===== config.mk =====
export PLATFORM = sky130hd
export DESIGN_NAME = ubfly_out_collector
export DESIGN_NICKNAME = d
export VERILOG_FILES = /design/src/rtl/ubfly_out_collector.sv
export SDC_FILE = /design/constraint.sdc
export NUM_CORES = 1
export LEC_CHECK = 0
export ABC_AREA = 1
export BUFFER_PORTS_ARGS = -buffer_cell sky130_fd_sc_hd__buf_4
export CAP_MARGIN = 20
export CELL_PAD_IN_SITES_DETAIL_PLACEMENT = 1
export CELL_PAD_IN_SITES_GLOBAL_PLACEMENT = 1
export CORE_ASPECT_RATIO = 0.9
export CORE_MARGIN = 4
export CORE_UTILIZATION = 45
export DETAILED_ROUTE_END_ITERATION = 10
export PLACE_DENSITY = 0.77
export SLEW_MARGIN = 20
export SYNTH_ARGS = -nofsm -noshare
export SYNTH_HDL_FRONTEND = slang
export SYNTH_SLANG_ARGS = --single-unit

===== constraint.sdc =====
create_clock -name clk -period 6.48 [get_ports clk]
set_input_delay 0.648 -clock clk [delete_from_list [all_inputs] [get_ports clk]]
set_output_delay 0.648 -clock clk [all_outputs]
set_load 0.1 [all_outputs]

===== src/rtl/ubfly_out_collector.sv =====
// ubfly_out_collector
//   Output stage of the pipelined unified butterfly. A LAT-deep {valid, s}
//   delay line marks which butterfly cycles carry results. Each result lane is
//   rounded (half-up), arithmetically shifted by SHIFT and clamped to 8-bit
//   signed. Result pairs are queued in a DEPTH-entry FIFO with a valid/ready
//   output. An issue credit goes back upstream because the butterfly cannot
//   stall.
//
// Ports
//   clk, rst    clock; asynchronous active-high reset
//   in_valid    butterfly samples operands this cycle
//   in_s        mode bit issued with the operands (0=DIT, 1=DIF)
//   bf_outa/b   16-bit signed butterfly results, aligned with delay-line tail
//   can_issue   upstream may assert in_valid next cycle
//   m_valid     FIFO head valid
//   m_ready     consumer accepts the head
//   m_a/m_b     scaled 8-bit signed results of the head entry (0 when empty)
//   m_s         mode bit of the head entry (0 when empty)
//   sat_cnt     saturating count of clamped lanes
//   sat_clr     synchronous clear of sat_cnt (wins over an increment)
//   ovf         sticky: a result was dropped on a full FIFO
module ubfly_out_collector #(
  parameter int unsigned LAT   = 4,
  parameter int unsigned SHIFT = 4,
  parameter int unsigned DEPTH = 8
) (
  input  logic        clk,
  input  logic        rst,
  input  logic        in_valid,
  input  logic        in_s,
  input  logic [15:0] bf_outa,
  input  logic [15:0] bf_outb,
  output logic        can_issue,
  output logic        m_valid,
  input  logic        m_ready,
  output logic [7:0]  m_a,
  output logic [7:0]  m_b,
  output logic        m_s,
  output logic [7:0]  sat_cnt,
  input  logic        sat_clr,
  output logic        ovf
);

  localparam int unsigned AW = $clog2(DEPTH);
  localparam int unsigned CW = $clog2(DEPTH + LAT + 1);
  // 2^(SHIFT-1) for SHIFT>0, 0 for SHIFT=0
  localparam logic signed [16:0] RND = 17'((1 << SHIFT) >> 1);

  // Returns {saturated, r8}
  function automatic logic [8:0] scale(input logic [15:0] x);
    logic signed [16:0] t;
    t = $signed({x[15], x}) + RND;
    t = t >>> SHIFT;
    if (t > 17'sd127)       scale = {1'b1, 8'h7F};
    else if (t < -17'sd128) scale = {1'b1, 8'h80};
    else                    scale = {1'b0, t[7:0]};
  endfunction

  // Delay line
  logic [LAT-1:0] v_q, v_d;
  logic [LAT-1:0] s_q, s_d;

  // FIFO state; entry = {s, a8, b8}
  logic [16:0]   mem_q [DEPTH];
  logic [16:0]   mem_d [DEPTH];
  logic [AW-1:0] wr_ptr_q, wr_ptr_d;
  logic [AW-1:0] rd_ptr_q, rd_ptr_d;
  logic [AW:0]   count_q, count_d;

  logic [7:0] sat_cnt_q, sat_cnt_d;
  logic       ovf_q, ovf_d;

  logic        v_lat, s_lat;
  logic [8:0]  sc_a, sc_b;
  logic        full, pop, push;
  logic [1:0]  sat_inc;
  logic [8:0]  sat_sum;
  logic [CW-1:0] inflight;
  logic [16:0] head;

  always_comb begin
    v_d    = '0;
    s_d    = '0;
    v_d[0] = in_valid;
    s_d[0] = in_s;
    for (int unsigned i = 1; i < LAT; i++) begin
      v_d[i] = v_q[i-1];
      s_d[i] = s_q[i-1];
    end
  end

  assign v_lat = v_q[LAT-1];
  assign s_lat = s_q[LAT-1];

  always_comb begin
    sc_a = scale(bf_outa);
    sc_b = scale(bf_outb);
  end

  assign full = (count_q == (AW+1)'(DEPTH));
  assign pop  = m_valid && m_ready;
  // A full FIFO still accepts a push when the head leaves in the same cycle
  assign push = v_lat && (!full || pop);

  always_comb begin
    mem_d    = mem_q;
    wr_ptr_d = wr_ptr_q;
    rd_ptr_d = rd_ptr_q;
    if (push) begin
      mem_d[wr_ptr_q] = {s_lat, sc_a[7:0], sc_b[7:0]};
      wr_ptr_d        = wr_ptr_q + 1'b1;
    end
    if (pop) rd_ptr_d = rd_ptr_q + 1'b1;
    count_d = count_q + (AW+1)'(push) - (AW+1)'(pop);
  end

  always_comb begin
    sat_inc   = {1'b0, sc_a[8]} + {1'b0, sc_b[8]};
    sat_sum   = {1'b0, sat_cnt_q} + {7'b0, sat_inc};
    sat_cnt_d = sat_cnt_q;
    if (v_lat) sat_cnt_d = sat_sum[8] ? 8'hFF : sat_sum[7:0];
    if (sat_clr) sat_cnt_d = '0;
    ovf_d = ovf_q | (v_lat && full && !pop);
  end

  // Credit uses registered state only; a pop frees a slot from the next cycle
  always_comb begin
    inflight = '0;
    for (int unsigned i = 0; i < LAT; i++) inflight = inflight + CW'(v_q[i]);
    can_issue = (CW'(count_q) + inflight) < CW'(DEPTH);
  end

  always_comb begin
    head    = mem_q[rd_ptr_q];
    m_valid = (count_q != '0);
    m_a     = m_valid ? head[15:8] : '0;
    m_b     = m_valid ? head[7:0]  : '0;
    m_s     = m_valid ? head[16]   : 1'b0;
  end

  assign sat_cnt = sat_cnt_q;
  assign ovf     = ovf_q;

  always_ff @(posedge clk or posedge rst) begin
    if (rst) begin
      v_q       <= '0;
      s_q       <= '0;
      mem_q     <= '{default: '0};
      wr_ptr_q  <= '0;
      rd_ptr_q  <= '0;
      count_q   <= '0;
      sat_cnt_q <= '0;
      ovf_q     <= 1'b0;
    end else begin
      v_q       <= v_d;
      s_q       <= s_d;
      mem_q     <= mem_d;
      wr_ptr_q  <= wr_ptr_d;
      rd_ptr_q  <= rd_ptr_d;
      count_q   <= count_d;
      sat_cnt_q <= sat_cnt_d;
      ovf_q     <= ovf_d;
    end
  end

endmodule


== Word-level counts from Yosys, hierarchy flattened ==
Cells that the tools add are included.

* Multiplexer cells: 16
* Equal/unequal tests: 1
* Reductions and logical operators: 10
* Add/subtract/negate cells: 12
* Magnitude comparators: 8
* Bitwise logic cells: 3

{| class="wikitable"
|+ Operators with widths
! cell !! count
|-
| bitwise mux 136 bit || 1
|-
| binary-select mux 17 bit (select 3 bit) || 1
|-
| demux 17 bit (select 3 bit) || 1
|-
| two-way mux 17 bit || 3
|-
| two-way mux 8 bit || 5
|-
| two-way mux 9 bit || 4
|-
| adder 16 x 5 -> 17 bit, second input constant || 2
|-
| greater-than comparator 13 x 8 -> 1 bit, second input constant || 2
|-
| less-than comparator 13 x 8 -> 1 bit, second input constant || 2
|-
| adder 8 x 2 -> 9 bit || 1
|-
| >= comparator 4 bit, second input constant || 2
|-
| NOT 3 -> 4 bit || 2
|-
| adder 3 x 1 -> 3 bit, second input constant || 2
|-
| logical AND 1 bit || 5
|-
| adder 1 x 1 -> 2 bit || 2
|-
| adder 3 x 1 -> 4 bit || 1
|-
| adder 4 x 1 -> 4 bit || 1
|-
| adder 4 bit || 1
|-
| equality test 4 bit, second input constant || 1
|-
| less-than comparator 4 x 1 -> 1 bit, second input constant || 1
|-
| less-than comparator 4 bit, second input constant || 1
|-
| nonzero test 4 bit || 1
|-
| subtractor 4 x 1 -> 4 bit || 1
|-
| adder 2 x 1 -> 3 bit || 1
|-
| 5 further kinds || 6
|}

* Input bits: 38
* Bits in registers: 163

== Depth between registers and ports, before layout ==
* Depth after elaboration: 9
* Gate-level depth with buffers: 20
* Depth with buffers taken out: 20

== Worst setup path after synthesis ==
No wires, ideal clock.

* Kind: register to output
* Start: register count_q[2]
* End: output m_a[5]
* Data arrival time: 3516 ps
* Stages on the path, launching flop included: 7
* Buffers on the path: 1
* Slack: 2316 ps
* Path through: dfrtp_1 inv_1 ha_1 nand2_4 clkbuf_1 o21ai_0 a31oi_1

* Longest elaborated chain between the ends: 2

{| class="wikitable"
|+ Ends and longest elaborated chain
! what !! line !! text
|-
| start: declaration || 68 || <nowiki>logic [AW:0] count_q, count_d;</nowiki>
|-
| start signal: assignment || 160 || <nowiki>count_q <= count_d;</nowiki>
|-
| nonzero test 4 bit || 135 || <nowiki>m_valid = (count_q != '0);</nowiki>
|-
| net m_valid || 34 || <nowiki>output logic m_valid,</nowiki>
|-
| two-way mux 8 bit || 136 || <nowiki>m_a = m_valid ? head[15:8] : '0;</nowiki>
|-
| end: declaration || 36 || <nowiki>output logic [7:0] m_a,</nowiki>
|}

The timed path passes the listed nets, and every way through them passes these cells.

== Final worst setup path ==
* Start: register rd_ptr_q[0]
* End: output m_b[6]

* Longest elaborated chain between the ends: 5

{| class="wikitable"
|+ Ends and longest elaborated chain
! what !! line !! text
|-
| start: declaration || 67 || <nowiki>logic [AW-1:0] rd_ptr_q, rd_ptr_d;</nowiki>
|-
| start signal: assignment || 159 || <nowiki>rd_ptr_q <= rd_ptr_d;</nowiki>
|-
| NOT 3 -> 4 bit (not written as such) || 134 || <nowiki>head = mem_q[rd_ptr_q];</nowiki>
|-
| binary-select mux 17 bit (select 3 bit) || 134 ||
|-
| two-way mux 17 bit (not written as such) (2 in series) || 134 ||
|-
| two-way mux 8 bit || 137 || <nowiki>m_b = m_valid ? head[7:0] : '0;</nowiki>
|-
| end: declaration || 37 || <nowiki>output logic [7:0] m_b,</nowiki>
|}

No other way between the ends. The select of a mux whose other input is x is not followed.

==> results.md <==
* Flop pwr share at 0.297
* Net count, final at 1210
* CP most frequent cell: buf_4
* CP Data Required Time at 5830 ps
* Reg-to-Reg Start: count_q[2]
* Clk pwr share at 0.184
* H-tree Lvls at 4
* Critical Path AT at 3100 ps
* Area of placed instances at 9020 um2
* Period utilization at 0.578
* Crit Path Class: reg2out
* First drt pass iteration count at 5
* Max Clk Rate at 267 MHz
* Pleak at 4.87 nW
* DRT iter0 DRCs at approximately 470
* CTS Buffer Depth at 2
* Largest net degree at the start of global routing at between 90 and 100
* GRT Resource Usage Total at 0.255
* Starting density of the core at 0.457
* Die Y at ~140 um
* Share of layout cells above drive strength 1 at 0.122
* Final Hold Fails at 0
* Die area at approximately 21000 um2
* Clk_skew at 8.12 ps
* Crit path max fanout at between 70 and 80
* # resized after CTS at 0
* P per Cell Area at around 590 nW/um2
* Design Area, Final at around 9600 um2
* TritonCTS clock tree: yes
* Post-synthesis sequential area ratio at 0.484
* Maximum VDD drop at 0.437 mV
* Slowest stage delay, CP at 590 ps
* Synthesized area at roughly 8400 um2
* Post-Synthesis Net Count at 1171
* Worst Hold End: v_q[0]
* Worst Path Buf+Inv at 4
* Detailed Place HPWL at 16.1 mm
* Internal Pwr Total at 2.80 mW
* Net Sw Frac at 0.508
* Worst-Skew Late Latency at ~430 ps
* Tot Pwr at 5.70 mW
* Vias at roughly 7600
* WL/cell at about 18 um
* Comb power frac at 0.518
* FP Rows at 47
* CP top delay family: buffers and inverters
* Setup bufs post-CTS at 0
* Yosys warning total at 0
* Initial antenna violation count at 0
* Synth cell types at 32
* Final setup vio count at 0
* Area growth, synth to finish at 14.4%
* Root buffer cell: clkbuf_16
* Switching power at 2.90 mW
* First-pass GRT wire length at 42.0 mm
* Port Buffers at between 50 and 60
* Worst Hold Class: in2reg
* Clock sinks at about 160
* Syn avg cell area at 7.54 um2
* Setup TNS at 0 ps
* RSZ-0062 raised after global routing: false
* Setup slack, reg-to-reg at 2930 ps
* Hold buffers post-CTS at 0
* Hold path depth at 1
* Io pins at 66
* Antenna diodes at 0
* Run status: finished clean
* Critical Path, Cell by Cell: buf_4, inv_2, buf_4, o21ai_0, o22ai_1, o21ai_0, a31oi_1, buf_4
* CP Launch Type: flop
* Critical Path Start: rd_ptr_q[0]
* Crit-path slowest cell: buf_4
* Hold Crit Start: in_valid
* Critical Path End Type: primary output
* Max Cap Viol at 0
* Synthesized instance count at about 1100
* Number of global-route vias before repair at 7768
* Gp weighted congestion at 0.779
* Share of the synthesized area in the top cell type at 0.484
* Clock period minus worst slack at 3750 ps
* Biggest area consumer among synthesized cells: dfrtp_1
* Via-per-instance ratio at 5.35
* Drt total wl at between 20 and 30 mm
* CTS Buf Count at 17
* Pins Over Slew Limit at 0
* Reg2Reg Depth at 12
* Synth area leaders: dfrtp_1, nand2_1, o21ai_0, nor2_1, inv_1
* Reg-to-Reg End: mem_q[129]
* CTS clk-pin slew, worst paths at 70 ps
* Yosys reg bits at 163
* Worst Max-Slew Pin Slew at 970 ps
* Drc violations at 0
* Core region area at 18400 um2
* Slew HR at 0.353
* Total grt overflow at 0
* Die width at between 150 and 200 um
* ANT nets after route at 0
worst max path at each step:
stage	end	slack, ps	cells past startpoint
final	m_b[6]	2730	8
after global routing	m_b[6]	2510	8
after CTS	m_b[6]	2750	8
after detailed placement	sat_cnt[1]	2650	21
after global placement	sat_cnt[4]	2690	21
after floorplan	count_q[0]	1430	1
layout by cell type, fill, tap and decap left out, types with 2 or more instances in the layout:
cell / instances
clkbuf_16: 17
a31oi_1: 17
fa_1: 3
inv_1: 58
clkinv_4: 4
o21ai_0: 119
nor2_1: 129
inv_6: 2
nor3_1: 3
nand2_4: 8
nand2_1: 446
o211ai_1: 2
nor2_2: 13
xnor2_1: 4
or2_2: 2
buf_4: 66
bufinv_16: 3
a21oi_1: 12
o22ai_1: 20
clkinv_2: 3
inv_2: 7
nand2_2: 5
xor2_1: 11
nand4_1: 5
nand3_2: 3
ha_1: 13
and2_1: 3
dfrtp_1: 162
clkinvlp_4: 3
nor2_4: 3
nand3_1: 16
per-stage QoR:
step / hold WS (ps) / utilization / cells / setup slack, ps
global route: 302 / 0.523 / 1414 / 2510
global placement: 334 / 0.489 / 1381 / 2690
finish: 319 / 0.523 / 1414 / 2730
detailed placement: 340 / 0.490 / 1382 / 2650
floorplan: 331 / - / 1117 / 1430
CTS: 307 / 0.523 / 1414 / 2750
per-layer routing:
metal / share of wire / up-vias / global-route usage
met4: 0.0088 / 0 / 0.0524
li1: - / 3608 / -
met5: 0 / - / 0
met1: 0.46 / 3782 / 0.342
met2: 0.48 / 150 / 0.437
met3: 0.045 / 24 / 0.0506
kinds of logic (layout without fill, tap and decap cells):
group                    count (synthesis)  after routing  share of synthesized area
AND/OR/NAND/NOR                        636            636                      0.307
AO/OA/AOI/OAI                          174            174                      0.111
XOR/XNOR                                15             15                     0.0156
adder cells (fa/ha/maj)                 16             16                     0.0264
buffers and inverters                  113            165                     0.0554
flip-flops                             163            163                      0.484
flip-flops by register name, indices dropped and copies added (netlist names):
signal and flops:
s_q 4, wr_ptr_q 3, count_q 4, mem_q 136, rd_ptr_q 3, sat_cnt 8
ovf 1, v_q 4
cells in the mapped netlist:
library cell and n:
dfrtp_1 163, and2_1 3, a31oi_1 17, a21oi_1 12, clkbuf_1 27, nand2_4 8, nor2_2 13, buf_6 2
buf_4 2, o21bai_1 1, inv_1 60, nor2_4 3, o211ai_1 2, o21ai_4 1, fa_1 3, nand4_1 5
or2_2 2, nand2_1 446, buf_2 16, nand3_1 16, nor2_1 129, nor3_1 3, xor2_1 11, o31ai_1 1
o22ai_1 20, xnor2_1 4, o21ai_0 119, inv_2 6, o21ai_1 1, nand3_2 3, nand2_2 5, ha_1 13
power by group through the flow:
stage	Clock, mW	Combinational [mW]	Sequential, mW
after floorplan	0	2.23	1.67
after detailed placement	0	2.95	1.70
final	1.05	2.95	1.69
after CTS	1.07	2.97	1.69
after global routing	1.12	3.22	1.75
after global placement	0	2.89	1.68
layout make-up:
class,count,area [um2]
fillers,2361,8780
clock buffers,17,425
flip-flops and latches,163,4080
well taps,245,307
inverters,66,253
multi-input cells,841,3870
clock inverters,15,183
repair buffers,67,507
Note: power is estimated with default switching activity, not from simulation.
